$ cat config.mk
export PLATFORM = sky130hd
export DESIGN_NAME = axi_mux_aw_w_arbiter
export DESIGN_NICKNAME = d
export VERILOG_FILES = /design/src/rtl/axi_mux_aw_w_arbiter.sv
export SDC_FILE = /design/constraint.sdc
export NUM_CORES = 1
export LEC_CHECK = 0
export BUFFER_PORTS_ARGS = -buffer_cell sky130_fd_sc_hd__buf_2
export CORE_AREA = 2 2 292 294
export DETAILED_ROUTE_END_ITERATION = 10
export DIE_AREA = 0 0 294 296
export GPL_TIMING_DRIVEN = 0
export HOLD_SLACK_MARGIN = 0.08
export PLACE_DENSITY_LB_ADDON = 0.05
export SLEW_MARGIN = 25
export SYNTH_ARGS = -nofsm -noshare
export SYNTH_HDL_FRONTEND = slang
export SYNTH_SLANG_ARGS = --single-unit
$ cat constraint.sdc
create_clock -name clk_i -period 8.8 [get_ports clk_i]
set_input_delay 0.44 -clock clk_i [delete_from_list [all_inputs] [get_ports clk_i]]
set_output_delay 0.44 -clock clk_i [all_outputs]
set_load 0.005 [all_outputs]
$ cat src/rtl/axi_mux_aw_w_arbiter.sv
// AW/W arbitration core of an AXI multiplexer: round-robin AW grant with lock-until-ready,
// plus an in-order routing FIFO that steers each W burst from the port whose AW was accepted.
module axi_mux_aw_w_arbiter #(
    parameter int NoSlvPorts = 4,
    parameter int MaxWTrans  = 8,
    parameter int AwWidth    = 64,
    parameter int WWidth     = 80,
    localparam int IdxWidth  = (NoSlvPorts > 1) ? $clog2(NoSlvPorts) : 1,
    localparam int CntWidth  = $clog2(MaxWTrans) + 1
) (
    input  logic                          clk_i,
    input  logic                          rst_i,
    input  logic [NoSlvPorts-1:0]         slv_aw_valid_i,
    input  logic [NoSlvPorts*AwWidth-1:0] slv_aw_i,
    output logic [NoSlvPorts-1:0]         slv_aw_ready_o,
    input  logic [NoSlvPorts-1:0]         slv_w_valid_i,
    input  logic [NoSlvPorts*WWidth-1:0]  slv_w_i,
    output logic [NoSlvPorts-1:0]         slv_w_ready_o,
    output logic                          mst_aw_valid_o,
    output logic [AwWidth-1:0]            mst_aw_o,
    input  logic                          mst_aw_ready_i,
    output logic [IdxWidth-1:0]           mst_aw_idx_o,
    output logic                          mst_w_valid_o,
    output logic [WWidth-1:0]             mst_w_o,
    input  logic                          mst_w_ready_i,
    output logic [CntWidth-1:0]           w_fifo_cnt_o,
    output logic                          aw_state_o
);
    // Handshakes: a transfer happens on a rising edge where valid && ready; once valid is
    // raised, it and its payload stay stable until that transfer.
    localparam int PtrWidth = (MaxWTrans > 1) ? $clog2(MaxWTrans) : 1;

    typedef enum logic {AW_IDLE = 1'b0, AW_LOCKED = 1'b1} aw_state_e;

    aw_state_e             state_q, state_d;
    logic [IdxWidth-1:0]   last_q, last_d;
    logic [IdxWidth-1:0]   lock_q, lock_d;
    logic [IdxWidth-1:0]   rr_idx, cand_idx, aw_sel, w_head;
    logic                  rr_found, aw_push, w_pop, fifo_full, fifo_empty;
    logic [AwWidth-1:0]    aw_pl [NoSlvPorts];
    logic [WWidth-1:0]     w_pl  [NoSlvPorts];
    logic [IdxWidth-1:0]   fifo_mem_q [MaxWTrans];
    logic [PtrWidth-1:0]   wr_ptr_q, rd_ptr_q;
    logic [CntWidth-1:0]   cnt_q;

    always_comb begin
        for (int p = 0; p < NoSlvPorts; p++) begin
            aw_pl[p] = slv_aw_i[p*AwWidth +: AwWidth];
            w_pl[p]  = slv_w_i[p*WWidth +: WWidth];
        end
    end

    // Search starts one past the last granted port and wraps.
    always_comb begin
        rr_found = 1'b0;
        rr_idx   = '0;
        cand_idx = '0;
        for (int i = 1; i <= NoSlvPorts; i++) begin
            cand_idx = IdxWidth'((int'(last_q) + i) % NoSlvPorts);
            if (!rr_found && slv_aw_valid_i[cand_idx]) begin
                rr_found = 1'b1;
                rr_idx   = cand_idx;
            end
        end
    end

    assign fifo_full  = (cnt_q == CntWidth'(MaxWTrans));
    assign fifo_empty = (cnt_q == '0);

    always_comb begin
        state_d        = state_q;
        last_d         = last_q;
        lock_d         = lock_q;
        aw_sel         = lock_q;
        aw_push        = 1'b0;
        mst_aw_valid_o = 1'b0;
        mst_aw_o       = '0;
        mst_aw_idx_o   = '0;
        slv_aw_ready_o = '0;
        case (state_q)
            AW_IDLE: begin
                if (rr_found && !fifo_full) begin
                    aw_sel         = rr_idx;
                    mst_aw_valid_o = 1'b1;
                    if (mst_aw_ready_i) begin
                        aw_push = 1'b1;
                        last_d  = rr_idx;
                    end else begin
                        lock_d  = rr_idx;
                        state_d = AW_LOCKED;
                    end
                end
            end
            AW_LOCKED: begin
                aw_sel         = lock_q;
                mst_aw_valid_o = 1'b1;
                if (mst_aw_ready_i) begin
                    aw_push = 1'b1;
                    last_d  = lock_q;
                    state_d = AW_IDLE;
                end
            end
            default: state_d = AW_IDLE;
        endcase
        if (mst_aw_valid_o) begin
            mst_aw_o               = aw_pl[aw_sel];
            mst_aw_idx_o           = aw_sel;
            slv_aw_ready_o[aw_sel] = mst_aw_ready_i;
        end
        // Outputs read quiet for the whole time reset is held, not just after the edge.
        if (rst_i) begin
            mst_aw_valid_o = 1'b0;
            mst_aw_o       = '0;
            mst_aw_idx_o   = '0;
            slv_aw_ready_o = '0;
            aw_push        = 1'b0;
        end
    end

    always_comb begin
        w_head        = fifo_mem_q[rd_ptr_q];
        mst_w_valid_o = 1'b0;
        mst_w_o       = '0;
        slv_w_ready_o = '0;
        if (!fifo_empty && !rst_i) begin
            mst_w_valid_o         = slv_w_valid_i[w_head];
            mst_w_o               = w_pl[w_head];
            slv_w_ready_o[w_head] = mst_w_ready_i;
        end
        w_pop = mst_w_valid_o && mst_w_ready_i && mst_w_o[0];
    end

    always_ff @(posedge clk_i or posedge rst_i) begin
        if (rst_i) begin
            state_q <= AW_IDLE;
            last_q  <= IdxWidth'(NoSlvPorts - 1);
            lock_q  <= '0;
        end else begin
            state_q <= state_d;
            last_q  <= last_d;
            lock_q  <= lock_d;
        end
    end

    // Pointers wrap explicitly so non-power-of-two depths work.
    always_ff @(posedge clk_i or posedge rst_i) begin
        if (rst_i) begin
            wr_ptr_q <= '0;
            rd_ptr_q <= '0;
            cnt_q    <= '0;
        end else begin
            if (aw_push) begin
                wr_ptr_q <= (wr_ptr_q == PtrWidth'(MaxWTrans - 1)) ? '0 : wr_ptr_q + PtrWidth'(1);
            end
            if (w_pop) begin
                rd_ptr_q <= (rd_ptr_q == PtrWidth'(MaxWTrans - 1)) ? '0 : rd_ptr_q + PtrWidth'(1);
            end
            if (aw_push && !w_pop) begin
                cnt_q <= cnt_q + CntWidth'(1);
            end else if (w_pop && !aw_push) begin
                cnt_q <= cnt_q - CntWidth'(1);
            end
        end
    end

    always_ff @(posedge clk_i) begin
        if (aw_push) begin
            fifo_mem_q[wr_ptr_q] <= aw_sel;
        end
    end

    assign w_fifo_cnt_o = cnt_q;
    assign aw_state_o   = state_q;
endmodule

==> flow_summary.ini, run 1 <==
[timing]
period_share = 0.4527
rsz0062_at_grt = no
slew_headroom = 0.4166
setup-violations-final = 0
finalHoldViolCount = 0
finalClockSkew_ns = 0.004224
worst_slew_pin_slew_ns = 0.8672
maxSlewViolCount = 0
max_freq_mhz = 251.0
fin_tns_setup_ns = 0
timing.final.crit_period_ns = 3.984

[synth]
synth-xor-area-share = 0.005010
synth_warnings = 0
ys_seq_area_frac = 0.1227
synth_edf_count = 16
async_flop_share = 0.4839
synth-seq-cells = 31
synth_cells = 714
synth_top_family_by_area = multiplexers
synth-adder-area-share = 0.01539
synth_compound_area_frac = 0.2503
synth_area_um2 = 6993
yosys.area_share.simple = 0.1124
syn-num-nets = 1310
muxShareOfSynthArea = 0.3849
synth.distinct_cells = 47
syn_avg_cell_area_um2 = 9.794
synthFlopType = edfxtp_1

[cts]
cts_htree_levels = 2
clk_pin_slew_ns = 0.06
post_cts_buffers = 0
clkLatencyLatePin_ns = 0.28
hold_buffers = 0
cts_made_buffers = 5
cts.sinks = 31
cts_tree = done
ctsResizeCount = 0
clk_path_buf_depth = 2
cts-root-buf = clkbuf_16

[grt]
grt_usage = 0.1218
grt_max_degree = 18
grt_pass1_wl_mm = 75.82
grt_antenna_before_repair = 48
grt_pass1_vias = 10069
overflow = 0

[place]
dp_cells = 2551
dpl-instance-area_um2 = 12100
portBuffers = 747
place.gp.congestion = 0.7296
dpl.hpwl_mm = 51.11

[flow_run]
cap_violations = 0

[detailed_routing]
drt_pass1_iterations = 4
vias_per_cell = 3.634
routed_wl_mm = 56.85
vias = 9354
post-route-drc-count = 0
drt_iter0_markers = 240
wl_per_cell_um = 22.09
final_antenna_net_count = 0

[worst_setup_path]
startpoint_type = flip-flop
crit_fanout = 10
worst_r2r_endpoint = w_fifo_cnt_o[3]
r2r_slack_ns = 4.99
endpoint_kind = primary output
cp_data_arrival_time_ns = 3.54
crit_type = reg -> out
rr_startpoint = w_fifo_cnt_o[0]
reg2regPathDepth = 15
required_ns = 8.36

[finish]
finalInstanceArea_um2 = 12300
regArea_um2 = 858.3
layout.nets = 2064
instances_no_fill = 2574
syn2layout_area_growth_pct = 75.92
drive_gt1_frac = 0.6249
multi_input_area_um2 = 5370
n_fill_cell = 9803

[worst_hold_path]
hp-class = in -> async

[die]
initial_core_util = 0.08304
core_um2 = 84210
dieHeight_um = 296
die_w_um = 294
rows = 107
io_pins = 749
die_area_um2 = 87020

[power_and_ir_drop]
power_leakage_nw = 5.772
pwr_density_cell_nw_per_um2 = 276.5
ir_drop_uv = 89.21

[run_status]
status = finished clean
cells in the mapped netlist (6+ instances only):
| library cell | n | share of area |
|---|---|---|
| mux4_2 | 83 | 0.27 |
| buf_6 | 9 | 0.014 |
| dfrtp_1 | 13 | 0.047 |
| ha_1 | 7 | 0.013 |
| mux2i_1 | 72 | 0.10 |
| a311oi_1 | 64 | 0.080 |
| buf_2 | 26 | 0.019 |
| a211oi_2 | 20 | 0.036 |
| nor3_1 | 8 | 0.0057 |
| nor2_1 | 14 | 0.0075 |
| a211oi_1 | 108 | 0.12 |
| buf_4 | 9 | 0.0097 |
| clkbuf_1 | 51 | 0.027 |
| mux2_2 | 6 | 0.0097 |
| inv_1 | 71 | 0.038 |
| and2_1 | 81 | 0.072 |
| edfxtp_1 | 16 | 0.069 |
sequential cells by signal (all words and copies together), names as in the netlist:
register and cells:
last_q 2, fifo_mem_q 16, lock_q 2, wr_ptr_q 3
w_fifo_cnt_o 4, aw_state_o 1, rd_ptr_q 3
report_power, final:
group | internal [mW] | switching, mW
sequential | 0.209 | 0.0490
combinational | 1.37 | 1.57
clock | 0.133 | 0.0683
cell families (layout without fill, tap and decap cells):
kind of cell	Yosys count	in the layout
compound gates	208	208
buf+inv	168	923
mux	164	164
simple gates	131	131
flops	31	31
fa+ha+maj	8	8
xor+xnor	4	4
other cells	0	15
how the worst max path moves through the flow:
| stage | slack [ns] | cells after the start | endpoint | startpoint |
|---|---|---|---|---|
| floorplan | 5.67 | 14 | w_fifo_cnt_o[3] | rd_ptr_q[0] |
| global placement | 4.76 | 16 | w_fifo_cnt_o[3] | slv_aw_valid_i[0] |
| detailed placement | 4.74 | 16 | w_fifo_cnt_o[3] | slv_aw_valid_i[0] |
| CTS | 4.64 | 8 | mst_w_o[62] | rd_ptr_q[1] |
| global route | 4.56 | 8 | mst_w_o[75] | rd_ptr_q[1] |
| finish | 4.82 | 8 | mst_w_o[21] | rd_ptr_q[1] |
cell usage in the layout, fill, tap and decap left out, drive strengths merged, types with 2 or more instances in the layout:
cell type	n
a211oi	128
a21o	2
a21oi	3
a22o	4
a311oi	64
a31oi	2
and2	82
buf	792
clkbuf	56
clkinv	2
dfrtp	13
dfstp	2
diode	15
edfxtp	16
ha	7
inv	72
mux2	9
mux2i	72
mux4	83
nand2	4
nand2b	4
nand3	4
nor2	14
nor2b	4
nor3	8
nor4	3
o21ai	3
or4b	2
xnor2	3
metrics by stage:
stage / setup WS, ns / hold slack (ns) / util / power, mW
global route: 4.565 / 0.4078 / 0.1458 / 3.739
finish: 4.816 / 0.3409 / 0.1461 / 3.401
detailed placement: 4.743 / 0.5325 / 0.1436 / 3.336
floorplan: 5.666 / 0.3400 / - / 2.127
CTS: 4.637 / 0.3891 / 0.1456 / 3.550
global placement: 4.761 / 0.5319 / 0.1436 / 3.353
layer usage:
layer	track usage	wire, um	up-vias
li1	-	-	4372
met2	0.2545	32280	468
met1	0.1145	18490	4389
met4	0.01904	1030	38
met5	0	257	-
met3	0.03890	4793	87
cell type report:
| cell class | instances | share of cell area |
|---|---|---|
| multi-input combinational | 515 | 0.4365 |
| timing repair buffer | 747 | 0.3039 |
| antenna | 15 | 0.003051 |
| tap | 1090 | 0.1109 |
| clock inverter | 3 | 0.003560 |
| inverter | 72 | 0.02197 |
| sequential | 31 | 0.06977 |
| buffer | 96 | 0.04017 |
| clock buffer | 5 | 0.01017 |
critical path: stages, from the launching register on:
cell and delay, ns:
dfrtp_1 0.34, buf_2 0.21, mux2i_1 0.25, mux4_2 0.42, clkbuf_1 0.66, clkbuf_1 0.63
mux4_2 0.41, and2_1 0.20, buf_2 0.13
Note: power is estimated with default switching activity, not from simulation.
==> run 2: changes to the inputs <==
Settings changed: ABC_AREA set to 1, CORE_AREA 2 2 292 294 to 2 2 287 289, DIE_AREA 0 0 294 296 to 0 0 289 291.
Clock period 8.8 ns to 3.5 ns, I/O delays scaled along.
==> flow_summary.ini, run 2 <==
[run_status]
status = finished clean

[flow_run]
cap_violations = 0

[synth]
synthTopCellsByCount = nand2_1, nand3_1, inv_1, a41oi_1, o211ai_1
muxShareOfSynthArea = 0.001556
synth_top_family_by_area = simple AND/OR/NAND/NOR gates
synth-adder-area-share = 0.01487
yosys.area.top_type = nand2_1
synth-seq-cells = 31
synth_warnings = 0
synth.distinct_cells = 39
yosys.area_share.simple = 0.4760
synth_area_um2 = 7237
syn-num-nets = 1888
ys_seq_area_frac = 0.1186
synth_compound_area_frac = 0.2144
synth_cells = 1292
yosysMostFrequentCell = nand2_1
synth_edf_count = 16
syn_avg_cell_area_um2 = 5.601
synthFlopType = edfxtp_1
synth-xor-area-share = 0.003631
yosys-top-cells-area = nand2_1, nand3_1, a41oi_1
async_flop_share = 0.4839
post-synth-top-area-fraction = 0.2090

[place]
dp_cells = 3110
place.gp.congestion = 0.8581
place_worst_setup_slack_ns = -0.7244
dpl.hpwl_mm = 59.72
portBuffers = 748
dpl-instance-area_um2 = 12320

[timing]
slew_headroom = 0.4654
rsz0062_at_grt = no
finalClockSkew_ns = 0.002917
setup-violations-final = 0
max_freq_mhz = 307.7
fin_ws_ns = 0.2500
worst_slew_pin_slew_ns = 0.8011
finalHoldViolCount = 0
period_share = 0.9286
timing.final.crit_period_ns = 3.250
fin_tns_setup_ns = 0
whs_ns = 0.06926
maxSlewViolCount = 0

[finish]
instances_no_fill = 3145
largest_reg_flops = 16
largest-register = fifo_mem_q
fin_util = 0.1564
finalInstanceArea_um2 = 12700
drive_gt1_frac = 0.4308
layout.nets = 2654
syn2layout_area_growth_pct = 75.45
final_cell_mix = buf_2, nand2_1, nand3_1
final_common_cell = buf_2

[cts]
cts_tree = done
cts_htree_levels = 2
cts-root-buf = clkbuf_16
clkLatencyLatePin_ns = 0.28
clk_path_buf_depth = 2
clk_pin_slew_ns = 0.05
cts.sinks = 31
cts_made_buffers = 5

[worst_setup_path]
path_buf_inv = 7
required_ns = 3.32
critPathSlowestCell = a41oi_1
startpoint_type = flip-flop
crit_start = rd_ptr_q[0]
crit_family = buffers and inverters
crit_path_cell_trace = buf_6 > nor2_1 > nor2_1 > o21ai_0 > nand2_1 > inv_1 > o21ai_4 > buf_12 > buf_4 > buf_4 > clkbuf_1 > nand3_1 > a41oi_1 > buf_2
crit_path_max_incr_delay_ns = 0.46
cp_data_arrival_time_ns = 3.07
rr_startpoint = rd_ptr_q[0]
crit_fanout = 10
endpoint_kind = primary output
crit_type = reg -> out

[detailed_routing]
vias = 12076
wl_per_cell_um = 21.67
vias_per_cell = 3.840
routed_wl_mm = 68.15
drt_iter0_markers = 539
drt_pass1_iterations = 5
final_antenna_net_count = 0
post-route-drc-count = 0

[die]
die_area_um2 = 84100
dieHeight_um = 291
initial_core_util = 0.08914
rows = 105
io_pins = 749
die_w_um = 289
core_um2 = 81190

[power_and_ir_drop]
ir_drop_uv = 369.0
power.total_mw = 13.72
pwr_density_cell_nw_per_um2 = 1081
power_leakage_nw = 6.643

[grt]
grt_pass1_vias = 12792
grt_pass1_wl_mm = 94.51
grt_usage = 0.1537
overflow = 0
grt_max_degree = 18
grt_antenna_before_repair = 38

[worst_hold_path]
hp-class = in -> async
[run 2: cells by family (layout without fill, tap and decap cells)]
kind of cell,after synthesis,in the layout
AND/OR/NAND/NOR,753,753
buffers and inverters,294,1061
AO/OA/AOI/OAI,202,202
flip-flops,31,31
adder cells (fa/ha/maj),8,8
XOR/XNOR,3,3
multiplexers,1,1
other,0,16
[run 2: worst register-to-register path: cells and delay by family, from the launching register on]
kind / cells / cell delay, ns
xor+xnor: 1 / 0.13
buf+inv: 4 / 0.51
compound gates: 4 / 0.68
flops: 1 / 0.40
fa+ha+maj: 2 / 0.45
simple gates: 11 / 0.91
[run 2: layer usage]
layer  vias up  global-route usage  share of wire
met2       494              0.3011           0.54
met4        32             0.02074          0.014
met5         -                   0         0.0029
li1       5906                   -              -
met1      5577              0.1619           0.37
met3        67             0.04592          0.083
[run 2: layout make-up]
cell class                 count  area (um^2)
fill                        9702        68490
multi-input combinational    967         5192
timing repair buffer         759         3839
tap                         1070         1339
sequential                    31        859.6
inverter                     183        689.4
buffer                       111        574.3
clock buffer                   5        125.1
antenna                       16        40.04
clock inverter                 3        38.79
[run 2: power by group]
group | internal, mW | switching (mW) | leakage [nW]
combinational | 4.13 | 8.43 | 6.24
clock | 0.332 | 0.159 | 0.0813
sequential | 0.565 | 0.112 | 0.324
[run 2: path summary, 6_finish.rpt]
kind	endpoint	slack, ns	cells after the start
hold reg to reg	w_fifo_cnt_o[3]	0.52	1
hold / removal	w_fifo_cnt_o[3]	0.07	2
min in group clk_i	aw_state_o	0.16	2
setup reg to reg	w_fifo_cnt_o[3]	0.30	22
setup / recovery	mst_w_o[53]	0.25	14
max in group asynchronous	rd_ptr_q[1]	2.88	2
[run 2: repair_timing]
item	4_1_cts	5_1_grt
buffers inserted	7	4
setup endpoints to repair	20	2
hold buffers	0	0
gates resized for setup	15	9
pin swaps	3	2
endpoints found under the hold margin	0	0
